==> src/rtl/syscall_service.sv <==
// syscall_service: console/exit service engine for the core.
// Runs print-int, print-string, print-char and exit requests.
module syscall_service #(
  parameter int MAX_STR = 256
) (
  input  logic        clk,
  input  logic        reset,
  input  logic        syscall,
  input  logic [31:0] v0,
  input  logic [31:0] a0,
  output logic        stall,
  output logic [31:0] mem_addr,
  input  logic [31:0] mem_rdata,
  output logic [7:0]  tx_data,
  output logic        tx_valid,
  input  logic        tx_ready,
  output logic        halted,
  output logic        err
);

  typedef enum logic [2:0] {
    S_IDLE,
    S_STR_FETCH,
    S_STR_SEND,
    S_INT_CONV,
    S_INT_SEND,
    S_CHAR_SEND,
    S_HALT
  } state_t;

  state_t      state_q, state_d;
  logic [31:0] a0_q, a0_d;
  logic [31:0] idx_q, idx_d;
  logic [7:0]  byte_q, byte_d;
  logic [31:0] mag_q, mag_d;
  logic        neg_q, neg_d;
  logic [3:0]  cnt_q, cnt_d;
  logic [3:0]  dig_q [10];
  logic [3:0]  dig_d [10];
  logic        err_q, err_d;

  logic        fire;
  logic [7:0]  fbyte;
  logic [31:0] quo;
  logic [31:0] rem;
  logic [3:0]  dsel;
  logic [3:0]  cur_dig;

  // Output decode from registered state
  always_comb begin
    stall    = (state_q != S_IDLE);
    halted   = (state_q == S_HALT);
    err      = err_q;
    tx_valid = (state_q == S_STR_SEND) ||
               (state_q == S_INT_SEND) ||
               (state_q == S_CHAR_SEND);
    mem_addr = (state_q == S_STR_FETCH) ? a0_q + idx_q : 32'd0;
    dsel     = cnt_q - 4'd1;
    cur_dig  = 4'd0;
    for (int i = 0; i < 10; i++)
      if (dsel == i[3:0]) cur_dig = dig_q[i];
    unique case (state_q)
      S_CHAR_SEND: tx_data = a0_q[7:0];
      S_STR_SEND:  tx_data = byte_q;
      S_INT_SEND:  tx_data = neg_q ? 8'h2D : {4'h3, cur_dig};
      default:     tx_data = 8'h00;
    endcase
  end

  // Big-endian byte lane select for string fetch
  always_comb begin
    unique case (mem_addr[1:0])
      2'd0: fbyte = mem_rdata[31:24];
      2'd1: fbyte = mem_rdata[23:16];
      2'd2: fbyte = mem_rdata[15:8];
      default: fbyte = mem_rdata[7:0];
    endcase
  end

  // Next-state and datapath update
  always_comb begin
    state_d = state_q;
    a0_d    = a0_q;
    idx_d   = idx_q;
    byte_d  = byte_q;
    mag_d   = mag_q;
    neg_d   = neg_q;
    cnt_d   = cnt_q;
    dig_d   = dig_q;
    err_d   = 1'b0;
    fire    = tx_valid && tx_ready;
    quo     = mag_q / 32'd10;
    rem     = mag_q % 32'd10;
    unique case (state_q)
      S_IDLE: begin
        if (syscall) begin
          a0_d  = a0;
          idx_d = 32'd0;
          cnt_d = 4'd0;
          neg_d = a0[31];
          mag_d = a0[31] ? (~a0 + 32'd1) : a0;
          unique case (v0)
            32'd1:   state_d = S_INT_CONV;
            32'd4:   state_d = S_STR_FETCH;
            32'd10:  state_d = S_HALT;
            32'd11:  state_d = S_CHAR_SEND;
            default: err_d = 1'b1;
          endcase
        end
      end
      S_STR_FETCH: begin
        if (fbyte == 8'h00 || idx_q == 32'(MAX_STR)) begin
          state_d = S_IDLE;
        end else begin
          byte_d  = fbyte;
          state_d = S_STR_SEND;
        end
      end
      S_STR_SEND: begin
        if (fire) begin
          idx_d   = idx_q + 32'd1;
          state_d = S_STR_FETCH;
        end
      end
      S_INT_CONV: begin
        for (int i = 0; i < 10; i++)
          if (cnt_q == i[3:0]) dig_d[i] = rem[3:0];
        mag_d = quo;
        cnt_d = cnt_q + 4'd1;
        if (quo == 32'd0) state_d = S_INT_SEND;
      end
      S_INT_SEND: begin
        if (fire) begin
          if (neg_q) begin
            neg_d = 1'b0;
          end else begin
            cnt_d = cnt_q - 4'd1;
            if (cnt_q == 4'd1) state_d = S_IDLE;
          end
        end
      end
      S_CHAR_SEND: begin
        if (fire) state_d = S_IDLE;
      end
      S_HALT: state_d = S_HALT;
      default: state_d = S_IDLE;
    endcase
  end

  // State registers with synchronous reset
  always_ff @(posedge clk) begin
    if (reset) begin
      state_q <= S_IDLE;
      a0_q    <= 32'd0;
      idx_q   <= 32'd0;
      byte_q  <= 8'd0;
      mag_q   <= 32'd0;
      neg_q   <= 1'b0;
      cnt_q   <= 4'd0;
      err_q   <= 1'b0;
      for (int i = 0; i < 10; i++) dig_q[i] <= 4'd0;
    end else begin
      state_q <= state_d;
      a0_q    <= a0_d;
      idx_q   <= idx_d;
      byte_q  <= byte_d;
      mag_q   <= mag_d;
      neg_q   <= neg_d;
      cnt_q   <= cnt_d;
      err_q   <= err_d;
      dig_q   <= dig_d;
    end
  end

endmodule

==> config.mk <==
export PLATFORM = sky130hd
export DESIGN_NAME = syscall_service
export DESIGN_NICKNAME = d
export VERILOG_FILES = /design/src/rtl/syscall_service.sv
export SDC_FILE = /design/constraint.sdc
export NUM_CORES = 1
export LEC_CHECK = 0
export CAP_MARGIN = 20
export CORE_ASPECT_RATIO = 2
export CORE_MARGIN = 2
export CORE_UTILIZATION = 64
export DETAILED_ROUTE_END_ITERATION = 8
export MAX_ROUTING_LAYER = met4
export PLACE_DENSITY = 0.9
export SYNTH_ARGS = -nofsm -noshare
export SYNTH_HDL_FRONTEND = slang
export SYNTH_SLANG_ARGS = --single-unit
==> constraint.sdc <==
create_clock -name clk -period 20.9 [get_ports clk]
set_input_delay 4.18 -clock clk [delete_from_list [all_inputs] [get_ports clk]]
set_output_delay 4.18 -clock clk [all_outputs]
set_load 0.02 [all_outputs]
==> results of run 1 <==
[synthesized netlist by cell type (19+ instances only)]
cell      number  area (µm²)
a31oi_1       39         244
a211oi_1      23         173
clkbuf_1     104         390
o31ai_1       19         143
xor2_1        36         315
a22oi_1       22         165
nand4_1       21         131
nand3_1       63         315
o21ai_0       94         470
and2_1        21         131
and3_1        27         169
nor2b_1       22         138
nor4_1        26         163
xnor2_1       63         552
nand2_1      224         841
a21oi_1      184         921
o211ai_1      33         248
ha_1          40         500
a221oi_1      27         236
nor2_1       225         845
o21bai_1      24         180
nor3_1        48         240
buf_2         21         105
inv_1         59         221
dfxtp_1      153        3060
[registers in the layout, indices dropped and copies added, names as in the netlist]
| register | flops |
|---|---|
| err | 1 |
| cnt_q | 4 |
| a0_q | 32 |
| mag_q | 32 |
| byte_q | 8 |
| idx_q | 32 |
| neg_q | 1 |
| dig_q | 40 |
| state_q | 3 |
[metal layers]
metal	vias up	track usage (%)	share of wire, %
li1	7696	-	-
met1	7949	43.2	35
met2	970	73.3	51
met3	309	6.88	7.0
met4	0	28.1	7.3
met5	-	-	0
[cell usage in the layout (no fill, tap or decap), types with 17 or more instances in the layout]
cell | netlist | routed
a211oi_1 | 23 | 23
a21oi_1 | 184 | 184
a221oi_1 | 27 | 27
a22oi_1 | 22 | 22
a31oi_1 | 39 | 39
and2_1 | 21 | 20
and3_1 | 27 | 27
clkbuf_16 | 0 | 17
clkdlybuf4s50_1 | 0 | 142
dfxtp_1 | 153 | 153
ha_1 | 40 | 40
inv_1 | 59 | 59
nand2_1 | 224 | 223
nand2b_1 | 18 | 18
nand3_1 | 63 | 63
nand4_1 | 21 | 21
nor2_1 | 225 | 224
nor2b_1 | 22 | 22
nor3_1 | 48 | 48
nor4_1 | 26 | 26
o211ai_1 | 33 | 33
o21a_1 | 18 | 18
o21ai_0 | 94 | 94
o21bai_1 | 24 | 24
o31ai_1 | 19 | 19
or3_1 | 17 | 17
xnor2_1 | 63 | 63
xor2_1 | 36 | 36
[final timing paths]
check,end,start,slack [ns]
worst max-delay path,dig_q[18],mag_q[30],7.76
worst min-delay path,a0_q[28],a0_q[28],0.46
worst max register to register,dig_q[18],mag_q[30],7.76
worst min register to register,a0_q[28],a0_q[28],0.46
[cell type report]
cell class                 count  area, µm²
clock inverter                12        168
tap                          280        350
clock buffer                  20        447
multi-input combinational   1678      10800
fill                        1760       5990
sequential                   153       3060
timing repair buffer         157       1540
inverter                      64        240
antenna                        3       7.51
[worst max-delay path, delay by kind of cell, from the launching register on]
family	cells	cell delay, ns
simple gates	11	4.28
compound gates	18	6.53
xor+xnor	2	0.42
flops	1	0.96
mux	2	0.76
[metrics by stage]
stage,cells,worst slack (ns)
finish,2367,7.76
global placement,2330,8.45
CTS,2362,8.08
global route,2367,6.86
detailed placement,2330,8.12
floorplan,2036,11.01
[cell families (layout without fill, tap and decap cells)]
logic type      count (synthesis)  count (layout)  synth area share (%)
simple gates                  801             801                  27.1
fa+ha+maj                      42              42                  3.61
compound gates                713             713                  35.3
other cells                     0               3                     0
xor+xnor                       99              99                  5.89
flops                         153             153                  20.8
buf+inv                       205             253                  5.71
mux                            23              23                  1.70
==> results by group, run 1 <==
Clock network
  – CTS Buf Count: 17
  – # hold bufs at CTS: 0
  – CTS tree: yes
  – Setup bufs post-CTS: 0
  – PostCTS Resize Cnt: 0
  – Clock Tree Buf Depth: 2
  – Clk slew on worst S/H paths: 0.07 ns
  – Clock Tree Root: clkbuf_16
  – H-tree Lvls: 4
  – CTS Sinks: 153
  – Skew-Pair Late Insertion Delay: 0.44 ns

Global route
  – Largest net degree at the start of global routing: a little over 80
  – Global-route wire length before repair: 82.6 mm
  – Vias in the first global route: 16,400
  – Initial antenna violation count: 3
  – Grt ovf: 0
  – GR Util All Layers: 42.0%

Timing
  – Slew at the pin closest to its max-slew limit: 1.09 ns
  – # setup viols final: 0
  – Final hold slack: 0.463 ns
  – Ratio of final minimum period to clock period: 62.9%
  – Final Max Slew Viols: 0
  – Fin crit period: ~13 ns
  – Sum Neg Setup Slack: 0 ns
  – Slew headroom: 27.1%
  – Final Hold Viols: 0
  – Fmax: 76.1 MHz
  – RSZ-0062 raised after global routing: no
  – Worst Skew: 0.00981 ns

Drt
  – Via density: 7.15
  – DRC Markers: 0
  – DR vias: 16,900
  – Detail Route Antenna Nets: 0
  – First-iteration detailed-routing DRC count: between 1,500 and 2,000
  – WL final: 51.5 mm
  – TritonRoute pass-1 iters: 6
  – Mean routed wirelength per cell: 21.7 µm

Final layout
  – Synth-to-Final Area Change: 13.0%
  – Layout Nets: 2,212
  – Fraction of layout cells with a size suffix above 1: between 6 and 7%
  – Post-route cell area: 0.0167 mm²
  – Layout Utilization: 73.5%

Synthesis
  – Post-synthesis register bit count: 153
  – Post-synth ARST share: 0%
  – Post-Syn Area: 0.0147 mm²
  – Seq/Total Area, Yosys: 20.8%
  – Count of mapped cells out of synthesis: 2,036
  – Avg Cell Area, Syn: around 7.2 µm²
  – Post-synth EDFFs: 0
  – Synth Flop Type: dfxtp_1
  – Synth unique cells: 132
  – Yosys warns: 0
  – Syn nets: roughly 2,200

Die
  – Core area: approximately 0.023 mm²
  – Die extent in y: about 220 µm
  – FP Rows: 78
  – I/O pins: 144
  – Die X: 111 µm
  – Die Footprint: 0.0243 mm²
  – Initial Util: 65.1%

Placed design
  – Placed wire-length estimate: 37.6 mm
  – # port buffers: 143
  – GPL Wtd Cong: 1.04
  – Placed cell areas: 0.0160 mm²

Setup path
  – Crit path required time: about 21 ns
  – R2R depth: 33
  – Slowest CP cell: dfxtp_1
  – Worst setup SP type: register
  – CP peak stage delay: ~0.96 ns
  – Worst-path fanout max: 31
  – Critical Path End Type: register
  – Critical path arrival: 13.43 ns
  – Setup CP Type: register to register

Status
  – Status: finished clean

Hold path
  – WHS Path Cells: 2
  – Worst hold path type: register to register

Job
  – Max Cap Viol: 0
Power of run 1 is left out: the tool's default activity adds up to more than one toggle a clock period on the data nets, which glitch-free logic cannot reach.
==> run 2: changes to the inputs <==
- CORE_UTILIZATION: 64 -> 54
- PLACE_DENSITY: 0.9 -> 0.81
- clock period: 20.9 -> 10.6 ns (I/O delays scaled with it)
==> run 2 against run 1 <==
Against the previous run: the flow now finishes with violations (negative setup slack); non-clock buffer count is 280 higher; fmax increased by 23%; die area grew 18%; sequential cell count unchanged; global-route usage decreased by 4.1 points; via count is 6.6% higher; sequential share of layout area is 3.0 points lower; first-iteration DRC count is 14% lower; hold slack worse by 0.0043 ns; critical path type unchanged; largest cell class unchanged.
==> results by group, run 2 (same netlist as run 1, synthesis figures left out) <==
Clock network
  – Skew-Pair Late Insertion Delay: 0.44 ns
  – H-tree Lvls: 4
  – Clock Tree Buf Depth: 2
  – Clock Tree Root: clkbuf_16
  – CTS tree: yes
  – CTS Sinks: 153
  – CTS Buf Count: 17
  – Clk slew on worst S/H paths: 0.07 ns

Setup path
  – CP peak stage delay: 0.52 ns
  – Most used cell, CP: buf_4
  – Critical Path End Type: register
  – R2R depth: 44
  – Worst setup SP type: register
  – Bufs and invs on worst path: 10
  – Setup CP Type: register to register
  – Launching point of the worst reg2reg path: mag_q[29]
  – Critical path arrival: between 10 and 15 ns
  – Crit. Startpoint: mag_q[29]
  – R2R Setup Slk: -0.07 ns
  – CP delay by family, top: compound AO/OA/AOI/OAI gates
  – Crit path required time: 10.93 ns
  – Reg2reg end: dig_q[37]
  – Worst-path fanout max: 7
  – Slowest CP cell: o211ai_1

Final layout
  – Largest Register: dig_q
  – Final Non-Filler Cells: ~2,700
  – Fraction of layout cells with a size suffix above 1: a little under a quarter
  – Post-route cell area: between 0.015 and 0.02 mm²
  – Commonest non-fill, non-tap cell in the layout: buf_4
  – Largest register FFs: 40
  – Synth-to-Final Area Change: 35.5%
  – Most frequent cells in the layout: 280 x buf_4, 221 x nand2_1, 220 x nor2_1, 175 x a21oi_1, 147 x dfxtp_1
  – Layout Nets: 2,492

Placed design
  – GPL Wtd Cong: 0.983
  – Placed cell areas: about 0.018 mm²
  – # port buffers: between 100 and 150
  – Inst Count DP: 2,634
  – Placed wire-length estimate: 41.7 mm

Global route
  – Vias in the first global route: 17,300
  – Grt ovf: 0
  – Initial antenna violation count: 1
  – Global-route wire length before repair: 85.9 mm
  – GR Util All Layers: 37.9%
  – Largest net degree at the start of global routing: 83

Drt
  – WL final: 57.7 mm
  – DRC Markers: 0
  – TritonRoute pass-1 iters: 6
  – Mean routed wirelength per cell: 21.2 µm
  – Via density: 6.65
  – Detail Route Antenna Nets: 0
  – First-iteration detailed-routing DRC count: 1,642
  – DR vias: 18,000

Timing
  – Fin crit period: about 11 ns
  – Slew headroom: 27.2%
  – # setup viols final: 16
  – Slew at the pin closest to its max-slew limit: 1.09 ns
  – Ratio of final minimum period to clock period: 101%
  – Fmax: 93.7 MHz
  – Setup ws final: -0.0744 ns
  – Final Max Slew Viols: 0
  – Final Hold Viols: 0
  – Worst Skew: 0.0124 ns

Hold path
  – Worst hold path type: register to register
  – WHS Endpoint: dig_q[36]
  – WHS Path Cells: 2
  – Min-delay src: dig_q[36]

Die
  – Initial Util: a little over half
  – Core area: 0.0269 mm²
  – Die extent in y: 238 µm
  – Die X: 121 µm
  – Die Footprint: around 0.029 mm²
  – FP Rows: 85
  – I/O pins: 144

Status
  – Status: complete, but fails checks
  – Failing checks: negative setup slack

Job
  – Max Cap Viol: 0
-- run 2: changes by cell type in the layout (fill, tap and decap cells not counted), sizes merged --
cell and change:
buf +279, clkinv -4, inv +4, clkinvlp +3, bufinv -2
-- run 2: per-stage QoR --
step                      setup TNS (ns)  hold WS, ns  util [%]  worst slack, ns
after CTS                              0        0.456      69.1         0.000356
after global placement             -7.21        0.441      66.5           -0.288
after floorplan                        0        0.433         -            0.711
final                             -0.659        0.458      74.2          -0.0744
after detailed placement          -11.45        0.447      66.6           -0.440
after global routing              -10.04        0.482      74.2           -0.392
-- run 2: how the worst max path moves through the flow --
stage | to | cells after the start
2_1_floorplan | dig_q[13] | 38
5_1_grt | dig_q[33] | 44
3_5_place_dp | dig_q[19] | 42
6_report | dig_q[37] | 44
3_3_place_gp | dig_q[23] | 42
4_1_cts | state_q[1] | 42
-- run 2: worst min-delay path, delay by kind of cell, from the launching register on --
kind             cells  cell delay, ns
AO/OA/AOI/OAI        1            0.05
AND/OR/NAND/NOR      1            0.05
flip-flops           1            0.31
-- run 2: metal layers --
layer / share of wire, % / routed length [µm] / GRT usage [%]
met5: 0 / 0 / -
met4: 6.6 / 3780 / 22.6
met3: 6.0 / 3480 / 5.49
met2: 52 / 30200 / 68.9
met1: 35 / 20200 / 37.6
-- run 2: area by class of cell --
type	instances	area [µm²]
Clock buffer	19	443
Multi-Input combinational cell	1678	11900
Fill cell	2091	6940
Sequential cell	153	3080
Clock inverter	13	136
Timing Repair Buffer	437	3720
Antenna cell	3	7.51
Inverter	64	240
Tap cell	348	435
-- run 2: timing repair --
item                                    4_1_cts  5_1_grt
pin swaps                                     1       83
endpoints found under the setup margin       35       36
setup buffers                                 0       45
gates cloned                                  0        2
endpoints found under the hold margin         0        0
resized for setup                            17      204
hold buffers                                  0        0
Power of run 2 is left out for the same reason.
